==> config.mk <==
export PLATFORM = sky130hd
export DESIGN_NAME = frac_baud_gen
export DESIGN_NICKNAME = d
export VERILOG_FILES = /design/src/rtl/frac_baud_gen.sv
export SDC_FILE = /design/constraint.sdc
export NUM_CORES = 1
export LEC_CHECK = 0
export BUFFER_PORTS_ARGS = -buffer_cell sky130_fd_sc_hd__buf_2
export CAP_MARGIN = 10
export CORE_ASPECT_RATIO = 0.9
export CORE_MARGIN = 8
export CORE_UTILIZATION = 45
export DETAILED_ROUTE_END_ITERATION = 12
export GPL_TIMING_DRIVEN = 0
export SYNTH_ARGS = -nofsm -noshare
export SYNTH_HDL_FRONTEND = slang
export SYNTH_SLANG_ARGS = --single-unit
export TNS_END_PERCENT = 50
==> constraint.sdc <==
create_clock -name clk_100MHz -period 5.5 [get_ports clk_100MHz]
set_input_delay 0.55 -clock clk_100MHz [delete_from_list [all_inputs] [get_ports clk_100MHz]]
set_output_delay 0.55 -clock clk_100MHz [all_outputs]
set_load 0.05 [all_outputs]
==> src/rtl/frac_baud_gen.sv <==
// -----------------------------------------------------------------------------
// frac_baud_gen
//
// Fractional baud-rate tick generator for the UART datapath.
//
// The s_tick output pulses with an average period of
//   div_int + div_frac / 2^DIV_FRAC_W   clock cycles.
//
// How the fractional period is built:
//   - A first-order accumulator (frac_acc) adds div_frac at every terminal count.
//   - Its carry-out stretches the following period by exactly one cycle.
//
// Every OVS-th s_tick is also flagged on bit_tick.
//
// Ports:
//   clk_100MHz  in   system clock, all state on the rising edge
//   rst         in   synchronous active-high reset
//   en          in   count enable; low freezes the counters and silences ticks
//   div_int     in   integer divisor part, captured on div_load
//   div_frac    in   fractional divisor part, captured on div_load
//   div_load    in   one-cycle strobe that captures div_int/div_frac into shadow
//   ovs_sync    in   phase re-align strobe (receiver start-bit edge)
//   s_tick      out  registered one-cycle oversampling tick
//   bit_tick    out  registered one-cycle tick coincident with every OVS-th s_tick
//   cfg_err     out  sticky flag: last loaded div_int was below 2 (clamped to 2)
// -----------------------------------------------------------------------------
module frac_baud_gen #(
    parameter int DIV_INT_W  = 12,
    parameter int DIV_FRAC_W = 4,
    parameter int OVS        = 16,
    parameter int OVS_W      = 4,
    parameter int DEF_INT    = 651,
    parameter int DEF_FRAC   = 1
) (
    input  logic                  clk_100MHz,
    input  logic                  rst,
    input  logic                  en,
    input  logic [DIV_INT_W-1:0]  div_int,
    input  logic [DIV_FRAC_W-1:0] div_frac,
    input  logic                  div_load,
    input  logic                  ovs_sync,
    output logic                  s_tick,
    output logic                  bit_tick,
    output logic                  cfg_err
);

    // -------------------------------------------------------------------------
    // Constants
    // -------------------------------------------------------------------------
    localparam logic [DIV_INT_W-1:0]  DEF_INT_L  = DIV_INT_W'(DEF_INT);
    localparam logic [DIV_FRAC_W-1:0] DEF_FRAC_L = DIV_FRAC_W'(DEF_FRAC);
    localparam logic [DIV_INT_W-1:0]  MIN_INT    = DIV_INT_W'(2);
    localparam logic [DIV_INT_W:0]    CNT_ONE    = (DIV_INT_W+1)'(1);
    localparam logic [OVS_W-1:0]      OVS_ONE    = OVS_W'(1);
    localparam logic [OVS_W-1:0]      OVS_LAST   = OVS_W'(OVS - 1);

    // -------------------------------------------------------------------------
    // State
    // -------------------------------------------------------------------------
    // Active divisor (drives the counter) and shadow divisor (last load).
    logic [DIV_INT_W-1:0]  act_int_q,  act_int_d;
    logic [DIV_FRAC_W-1:0] act_frac_q, act_frac_d;
    logic [DIV_INT_W-1:0]  shd_int_q,  shd_int_d;
    logic [DIV_FRAC_W-1:0] shd_frac_q, shd_frac_d;

    // cnt is one bit wider than act_int so that act_int + carry always fits,
    // including act_int = 2^DIV_INT_W - 1 with carry set.
    logic [DIV_INT_W:0]    cnt_q,      cnt_d;
    logic [DIV_FRAC_W-1:0] frac_acc_q, frac_acc_d;
    logic                  carry_q,    carry_d;
    logic [OVS_W-1:0]      ovs_cnt_q,  ovs_cnt_d;
    logic                  pending_q,  pending_d;

    logic                  s_tick_q,   s_tick_d;
    logic                  bit_tick_q, bit_tick_d;
    logic                  cfg_err_q,  cfg_err_d;

    // -------------------------------------------------------------------------
    // Datapath helpers
    // -------------------------------------------------------------------------
    logic [DIV_INT_W:0]    period;
    logic [DIV_INT_W:0]    period_m1;
    logic                  tc;
    logic [DIV_FRAC_W:0]   frac_sum;
    logic                  ld_low;
    logic [DIV_INT_W-1:0]  ld_int;

    // Current period, stretched by one cycle when the last accumulation
    // overflowed.
    assign period    = {1'b0, act_int_q} + {{DIV_INT_W{1'b0}}, carry_q};
    assign period_m1 = period - CNT_ONE;
    assign tc        = en && (cnt_q == period_m1);

    // Fraction accumulation; the MSB of the sum is the next carry.
    assign frac_sum  = {1'b0, frac_acc_q} + {1'b0, act_frac_q};

    // Divisors below 2 cannot produce a one-cycle-low tick train.
    // Clamp them to 2 and flag the configuration error.
    assign ld_low    = (div_int < MIN_INT);
    assign ld_int    = ld_low ? MIN_INT : div_int;

    // -------------------------------------------------------------------------
    // Next-state logic
    // Precedence: ovs_sync > divisor apply > normal count.
    // -------------------------------------------------------------------------
    always_comb begin
        // NOTE: every variable gets a default before any branch; a path that
        // leaves one unassigned would infer a latch.
        act_int_d  = act_int_q;
        act_frac_d = act_frac_q;
        shd_int_d  = shd_int_q;
        shd_frac_d = shd_frac_q;
        cnt_d      = cnt_q;
        frac_acc_d = frac_acc_q;
        carry_d    = carry_q;
        ovs_cnt_d  = ovs_cnt_q;
        pending_d  = pending_q;
        s_tick_d   = 1'b0;
        bit_tick_d = 1'b0;
        cfg_err_d  = cfg_err_q;

        // Shadow capture is independent of counting.
        if (div_load) begin
            shd_int_d  = ld_int;
            shd_frac_d = div_frac;
            cfg_err_d  = ld_low;
        end

        if (ovs_sync) begin
            // Re-align phase to the start-bit edge.
            // Any tick due this cycle is dropped.
            cnt_d      = '0;
            frac_acc_d = '0;
            carry_d    = 1'b0;
            ovs_cnt_d  = '0;
            if (pending_q) begin
                act_int_d  = shd_int_q;
                act_frac_d = shd_frac_q;
                pending_d  = 1'b0;
            end
        end else if (div_load && !en) begin
            // Counter is idle, so the new divisor can take over at once
            // from a clean phase.
            act_int_d  = ld_int;
            act_frac_d = div_frac;
            cnt_d      = '0;
            frac_acc_d = '0;
            carry_d    = 1'b0;
            ovs_cnt_d  = '0;
            pending_d  = 1'b0;
        end else if (tc) begin
            cnt_d                = '0;
            {carry_d, frac_acc_d} = frac_sum;
            s_tick_d             = 1'b1;
            if (ovs_cnt_q == OVS_LAST) begin
                ovs_cnt_d  = '0;
                bit_tick_d = 1'b1;
            end else begin
                ovs_cnt_d  = ovs_cnt_q + OVS_ONE;
            end
            // A load seen before this TC swaps in at the period boundary.
            // The new divisor starts with a fresh fraction phase.
            if (pending_q) begin
                act_int_d  = shd_int_q;
                act_frac_d = shd_frac_q;
                frac_acc_d = '0;
                carry_d    = 1'b0;
                pending_d  = 1'b0;
            end
        end else if (en) begin
            cnt_d = cnt_q + CNT_ONE;
        end

        // A running load arms the swap for the next TC.
        // Coming last, this also covers a load landing on a TC: that TC
        // consumed the older pending value, and this one waits for the
        // following TC.
        if (div_load && en) begin
            pending_d = 1'b1;
        end
    end

    // -------------------------------------------------------------------------
    // Registers
    // -------------------------------------------------------------------------
    always_ff @(posedge clk_100MHz) begin
        // NOTE: sequential state uses non-blocking assignments so every
        // register samples the pre-edge values, independent of statement order.
        if (rst) begin
            act_int_q  <= DEF_INT_L;
            act_frac_q <= DEF_FRAC_L;
            shd_int_q  <= DEF_INT_L;
            shd_frac_q <= DEF_FRAC_L;
            cnt_q      <= '0;
            frac_acc_q <= '0;
            carry_q    <= 1'b0;
            ovs_cnt_q  <= '0;
            pending_q  <= 1'b0;
            s_tick_q   <= 1'b0;
            bit_tick_q <= 1'b0;
            cfg_err_q  <= 1'b0;
        end else begin
            act_int_q  <= act_int_d;
            act_frac_q <= act_frac_d;
            shd_int_q  <= shd_int_d;
            shd_frac_q <= shd_frac_d;
            cnt_q      <= cnt_d;
            frac_acc_q <= frac_acc_d;
            carry_q    <= carry_d;
            ovs_cnt_q  <= ovs_cnt_d;
            pending_q  <= pending_d;
            s_tick_q   <= s_tick_d;
            bit_tick_q <= bit_tick_d;
            cfg_err_q  <= cfg_err_d;
        end
    end

    assign s_tick   = s_tick_q;
    assign bit_tick = bit_tick_q;
    assign cfg_err  = cfg_err_q;

endmodule

==> metrics.md, run 1 <==
| Metric | Value |
|---|---|
| Synthesis Warnings | `0` |
| Hold Path Class | `in -> reg` |
| Simple-Gate Fraction of Synth Area | `around 22%` |
| Dominant cells by area after synthesis | `dfxtp_1 (37%), mux2i_1 (14%), nor2_1 (5.9%)` |
| Setup TNS | `0 ns` |
| DR vias | `2537` |
| Setup violators final | `0` |
| Clock Latency Late Sink | `0.34 ns` |
| Initial Util | `46.8%` |
| Crit path capture | `act_int_q[5]` |
| Post-synthesis mux area share | `13.9%` |
| DR iter-0 viols | `110` |
| Relative slew slack | `45.8%` |
| Post-Synth Adder-Cell Area | `3.88%` |
| Post-CTS Hold Fix Bufs | `0` |
| CTS resizes | `0` |
| Crit path capture type | `flop` |
| Crit path arrival time | `roughly 3.7 ns` |
| Die Area | `9800 um^2` |
| Slowest stage delay, CP | `0.48 ns` |
| Setup WS pre-CTS | `2.07 ns` |
| Initial antenna violation count | `0` |
| Comb power frac | `9.4%` |
| Post-route setup slack | `2.02 ns` |
| Sequential area share after synthesis | `37.5%` |
| CP Depth | `11` |
| Synth area leader | `dfxtp_1` |
| Total CTS buffers | `9` |
| Crit-path cells | `inv_1 > ha_1 > ha_1 > or3b_1 > or3_1 > a211oi_1 > nand4_1 > o31ai_2 > buf_2 > mux2i_1 > nor2_1` |
| Layout net count | `424` |
| TritonCTS clock tree | `yes` |
| CTS sink cnt | `58` |
| Drc violations | `0` |
| Largest net degree at the start of global routing | `11` |
| Vias in the first global route | `2323` |
| Yosys reg bits | `58` |
| Post CTS Setup Buffer Count | `0` |
| Total power | `993 uW` |
| Syn_nets | `between 300 and 400` |
| Largest family of logic cells by synthesized area | `simple AND/OR/NAND/NOR gates` |
| Remaining Overflow, GRT | `0` |
| R2r setup slk | `2.02 ns` |
| Final Wtd Congestion | `0.761` |
| Via density | `5.19` |
| I/O pin count | `24` |
| P_sw | `240 uW` |
| RSZ-0062 raised after global routing | `no` |
| Routed Antenna Nets | `0` |
| Power Density | `281 nW/um^2` |
| Wire per inst | `14.2 um` |
| Synth unique cells | `37` |
| Worst-Margin Slew | `0.812 ns` |
| Final hold vios | `0` |
| Startpoint class of the critical path | `flop` |
| Status | `finished, final reports clean` |
| Worst IR drop on VDD | `~140 uV` |
| Final HPWL DP | `5.16 mm` |
| Critical Path RT | `5.71 ns` |
| Flop pwr share | `~45%` |
| MaxCap Viol Count | `0` |
| FFs w/ async S/R, synth | `0%` |
| Syn avg cell area | `8.53 um^2` |
| Compound-gate portion of the synthesized area | `10.1%` |
| Critical-path cell with the highest stage delay | `o31ai_2` |
| Worst setup path class | `reg -> reg` |
| Core Area | `6620 um^2` |
| Mapped Area | `3100 um^2` |
| Reg2Reg Depth | `11` |
| Crit path top cell by count | `ha_1` |
| Clock Power Share | `between 40% and 50%` |
| First-pass GRT wire length | `11.6 mm` |
| Share of layout cells above drive strength 1 | `11.5%` |
| Crit. Startpoint | `act_int_q[0]` |
| Max Buffers Root-to-Sink | `2` |
| Area occupied by multi-input gates | `1830 um^2` |
| Mapped Cells | `363` |
| Die W | `103 um` |
| Crit path buf inv count | `2` |
| Area share of the largest cell type after synthesis | `between 30% and 40%` |
| First-pass DRT Iterations | `4` |
| R2R Path End | `act_int_q[5]` |
| Most frequent cell after synthesis | `dfxtp_1` |
| Fmax | `287 MHz` |
| Area delta synth->final | `14.3%` |
| Leakage power | `0.00143 uW` |
| Final WL | `6.94 mm` |
| Synth cell count leaders | `dfxtp_1 (58), nor2_1 (49), mux2i_1 (43)` |
| Die Ht | `94.7 um` |
| GRT Resource Usage Total | `15.3%` |
| CTS clk-pin slew, worst paths | `around 0.07 ns` |
| Total area of sequential cells | `about 1200 um^2` |
| Internal power | `753 uW` |
| Worst clock skew | `0.00683 ns` |
| Htree depth | `3` |
| Fill cell count | `642` |
| EDFF count, synth | `0` |
| Final Cycle Share | `63.3%` |
| Row count | `28` |
| Post-synthesis xor/xnor area fraction | `9.05%` |
| Top FF cell, synth | `dfxtp_1` |
| Crit path max-delay family | `simple AND/OR/NAND/NOR gates` |
| CTS root buf | `clkbuf_8` |
| Antenna cells | `0` |
| Sw frac | `24.2%` |
| Fin. max-slew vios | `0` |
| FF-to-FF Start | `act_int_q[0]` |
| # port buffers | `20` |
| Crit Path Max Fanout | `10` |
| Minimum clock period | `3.48 ns` |
worst min path at each step:
stage / slack [ns] / depth (start not counted) / end / from
floorplan: 0.44 / 2 / frac_acc_q[2] / frac_acc_q[2]
global placement: 0.44 / 2 / frac_acc_q[3] / frac_acc_q[3]
detailed placement: 0.46 / 2 / frac_acc_q[0] / frac_acc_q[0]
CTS: 0.44 / 3 / shd_frac_q[0] / div_frac[0]
global route: 0.47 / 3 / shd_frac_q[0] / div_frac[0]
finish: 0.46 / 3 / shd_frac_q[2] / div_frac[2]
per-layer routing:
| metal | global-route usage, % | share of wire (%) | routed length (um) | vias to the layer above |
|---|---|---|---|---|
| met5 | 0 | 0 | 0 | - |
| met4 | 4.09 | 1.0 | 72 | 0 |
| met3 | 4.71 | 3.6 | 253 | 7 |
| met2 | 22.9 | 43 | 3000 | 38 |
| met1 | 20.6 | 52 | 3610 | 1169 |
| li1 | - | - | - | 1323 |
sequential cells by signal, summed over array words and instances (netlist names):
register and flops:
shd_int_q 12, bit_tick 1, carry_q 1, shd_frac_q 4, cnt_q 13, pending_q 1, s_tick 1, ovs_cnt_q 4
cfg_err 1, frac_acc_q 4, act_int_q 12, act_frac_q 4
worst min-delay path: cells and delay by family:
family / cells / cell delay [ns]
buf+inv: 1 / 0.09
simple gates: 1 / 0.07
mux: 1 / 0.06
kinds of logic after synthesis:
family                   Yosys count
multiplexers                      43
flip-flops                        58
AND/OR/NAND/NOR                  142
adder cells (fa/ha/maj)            9
XOR/XNOR                          32
AO/OA/AOI/OAI                     52
buffers and inverters             27
layout by cell type (no fill, tap or decap), drive strengths merged, types with 7 or more instances in the layout:
master	instances
a21oi	18
buf	27
clkbuf	26
dfxtp	58
ha	8
mux2i	43
nand2	42
nand3	7
nor2	49
nor3	8
o21ai	18
xnor2	18
xor2	14
power groups by stage:
| stage | clock network [uW] | logic, uW | registers [uW] |
|---|---|---|---|
| 3_5_place_dp | 0 | 92.9 | 455 |
| 2_1_floorplan | 0 | 68.6 | 451 |
| 3_3_place_gp | 0 | 92.2 | 455 |
| 5_1_grt | 481 | 104 | 447 |
| 6_report | 454 | 93.0 | 446 |
| 4_1_cts | 464 | 93.6 | 446 |
metrics by stage:
step / utilization (%) / cells / hold WS (ns) / instance area, um^2
floorplan: - / 363 / 0.436 / 3100
global placement: 50.0 / 473 / 0.443 / 3310
detailed placement: 50.0 / 473 / 0.459 / 3310
CTS: 53.5 / 489 / 0.444 / 3540
global route: 53.5 / 489 / 0.468 / 3540
finish: 53.5 / 489 / 0.457 / 3540
area by class of cell:
| class | instances | area share (%) |
|---|---|---|
| Sequential cell | 58 | 32.8 |
| Buffer | 21 | 2.37 |
| Clock inverter | 4 | 2.09 |
| Multi-Input combinational cell | 278 | 51.7 |
| Clock buffer | 12 | 4.38 |
| Inverter | 6 | 0.636 |
| Tap cell | 90 | 3.18 |
| Timing Repair Buffer | 20 | 2.83 |
No activity file was read; power rests on OpenSTA's default activity.
==> run 2: changes to the inputs <==
Clock period 5.5 ns to 3.6 ns, I/O delays scaled along.
==> metrics.md, run 2 (synthesized netlist as in run 1, its figures left out) <==
| Metric | Value |
|---|---|
| Drc violations | `0` |
| Core Area | `6620 um^2` |
| Post-route setup slack | `0.254 ns` |
| Largest reg by FF count | `cnt_q` |
| Final Wtd Congestion | `between 0.7 and 0.8` |
| Initial Util | `about 47%` |
| Critical Path RT | `3.80 ns` |
| Hold Path Class | `in -> reg` |
| Most frequent cells in the layout | `dfxtp_1 (58), nor2_1 (49), mux2i_1 (43)` |
| Final HPWL DP | `5.16 mm` |
| Crit path arrival time | `~3.6 ns` |
| Clock Latency Late Sink | `between 0.3 and 0.4 ns` |
| Crit path top cell by count | `ha_1` |
| # port buffers | `20` |
| GRT Resource Usage Total | `15.3%` |
| Leakage power | `0.00143 uW` |
| Vias in the first global route | `2323` |
| Final WL | `6.88 mm` |
| Die W | `103 um` |
| CTS resizes | `0` |
| Status | `finished, final reports clean` |
| Worst-Margin Slew | `roughly 0.80 ns` |
| R2r setup slk | `about 0.25 ns` |
| Startpoint class of the critical path | `flop` |
| Setup WS pre-CTS | `between 0.15 and 0.2 ns` |
| Crit path capture type | `flop` |
| DR vias | `around 2500` |
| CTS sink cnt | `58` |
| Initial antenna violation count | `0` |
| Die Area | `9800 um^2` |
| Remaining Overflow, GRT | `0` |
| Htree depth | `3` |
| Largest regs | `cnt_q x13, act_int_q x12, shd_int_q x12` |
| Relative slew slack | `46.5%` |
| MaxCap Viol Count | `0` |
| CTS root buf | `clkbuf_8` |
| Fin. max-slew vios | `0` |
| Critical-path cell with the highest stage delay | `a211oi_1` |
| I/O pin count | `24` |
| Worst clock skew | `approximately 0.007 ns` |
| Final Cycle Share | `92.9%` |
| Crit-path cells | `inv_1 > ha_1 > ha_1 > or3b_1 > or3_1 > a211oi_1 > nand4_1 > o31ai_4 > clkbuf_4 > mux2i_1 > nor2_1` |
| Post CTS Setup Buffer Count | `0` |
| Area delta synth->final | `14.6%` |
| Setup TNS | `0 ns` |
| CTS clk-pin slew, worst paths | `approximately 0.070 ns` |
| Final hold vios | `0` |
| Die Ht | `94.7 um` |
| Slowest stage delay, CP | `between 0.4 and 0.5 ns` |
| Worst setup path class | `reg -> reg` |
| Fmax | `299 MHz` |
| DR iter-0 viols | `103` |
| First-pass DRT Iterations | `5` |
| Power Density | `427 nW/um^2` |
| Crit Path Max Fanout | `10` |
| Routed Antenna Nets | `0` |
| Post-CTS Hold Fix Bufs | `0` |
| Minimum clock period | `~3.3 ns` |
| Dpl cells | `473` |
| Setup violators final | `0` |
| Crit path buf inv count | `2` |
| Total CTS buffers | `9` |
| Max FFs per register | `13` |
| First-pass GRT wire length | `11.6 mm` |
| Share of layout cells above drive strength 1 | `11.5%` |
| Non-Filler Instances | `489` |
| TritonCTS clock tree | `yes` |
| Total power | `1510 uW` |
| RSZ-0062 raised after global routing | `no` |
| Largest net degree at the start of global routing | `11` |
| Max Buffers Root-to-Sink | `2` |
| Row count | `28` |
| Final Cell Area | `3550 um^2` |
| Most common cell after layout, fill and taps aside | `dfxtp_1` |
| Layout net count | `424` |
| Worst IR drop on VDD | `217 uV` |
| Crit path max-delay family | `simple AND/OR/NAND/NOR gates` |
| Placed Area | `3310 um^2` |
| Antenna cells | `0` |
| Wire per inst | `14.1 um` |
| Via density | `about 5.2` |
run 2: cell types whose count changed in the layout (fill, tap and decap cells not counted):
cell / delta
clkbuf_4: +1
o31ai_2: -1
o31ai_4: +1
buf_2: -1
run 2: power by group:
group / switching, uW / internal [uW] / total (uW)
combinational: 82.4 / 61.0 / 143
sequential: 18.7 / 662 / 681
clock: 262 / 428 / 690
total: 364 / 1150 / 1510
run 2: final timing paths:
kind / end / start / depth (start not counted)
worst max-delay path: act_int_q[5] / act_int_q[0] / 11
worst min-delay path: shd_frac_q[0] / div_frac[0] / 3
worst max register to register: act_int_q[5] / act_int_q[0] / 11
worst min register to register: frac_acc_q[3] / frac_acc_q[3] / 2
run 2: final cells by class:
| cell class | instances | area, um^2 |
|---|---|---|
| Buffer | 21 | 86.3 |
| Clock buffer | 12 | 155 |
| Clock inverter | 4 | 73.8 |
| Fill cell | 642 | 3070 |
| Inverter | 6 | 22.5 |
| Multi-Input combinational cell | 278 | 1840 |
| Sequential cell | 58 | 1160 |
| Tap cell | 90 | 113 |
| Timing Repair Buffer | 20 | 100 |
run 2: worst register-to-register path: cells and delay by family, from the launching register on:
kind	cells	cell delay (ns)
simple gates	4	1.02
compound gates	2	0.79
fa+ha+maj	2	0.45
buf+inv	2	0.44
flops	1	0.31
mux	1	0.21
run 2: metal layers:
metal / wire [um] / up-vias / track usage [%] / part of all wire, %
li1: - / 1323 / - / -
met1: 3530 / 1150 / 20.6 / 51
met2: 3030 / 41 / 22.9 / 44
met3: 271 / 7 / 4.71 / 3.9
met4: 50 / 0 / 4.09 / 0.73
met5: 0 / - / 0 / 0
run 2: metrics by stage:
| stage | util [%] | hold slack [ns] |
|---|---|---|
| 2_1_floorplan | - | 0.436 |
| 3_3_place_gp | 50.0 | 0.443 |
| 3_5_place_dp | 50.0 | 0.459 |
| 4_1_cts | 53.5 | 0.254 |
| 5_1_grt | 53.6 | 0.278 |
| 6_report | 53.6 | 0.273 |
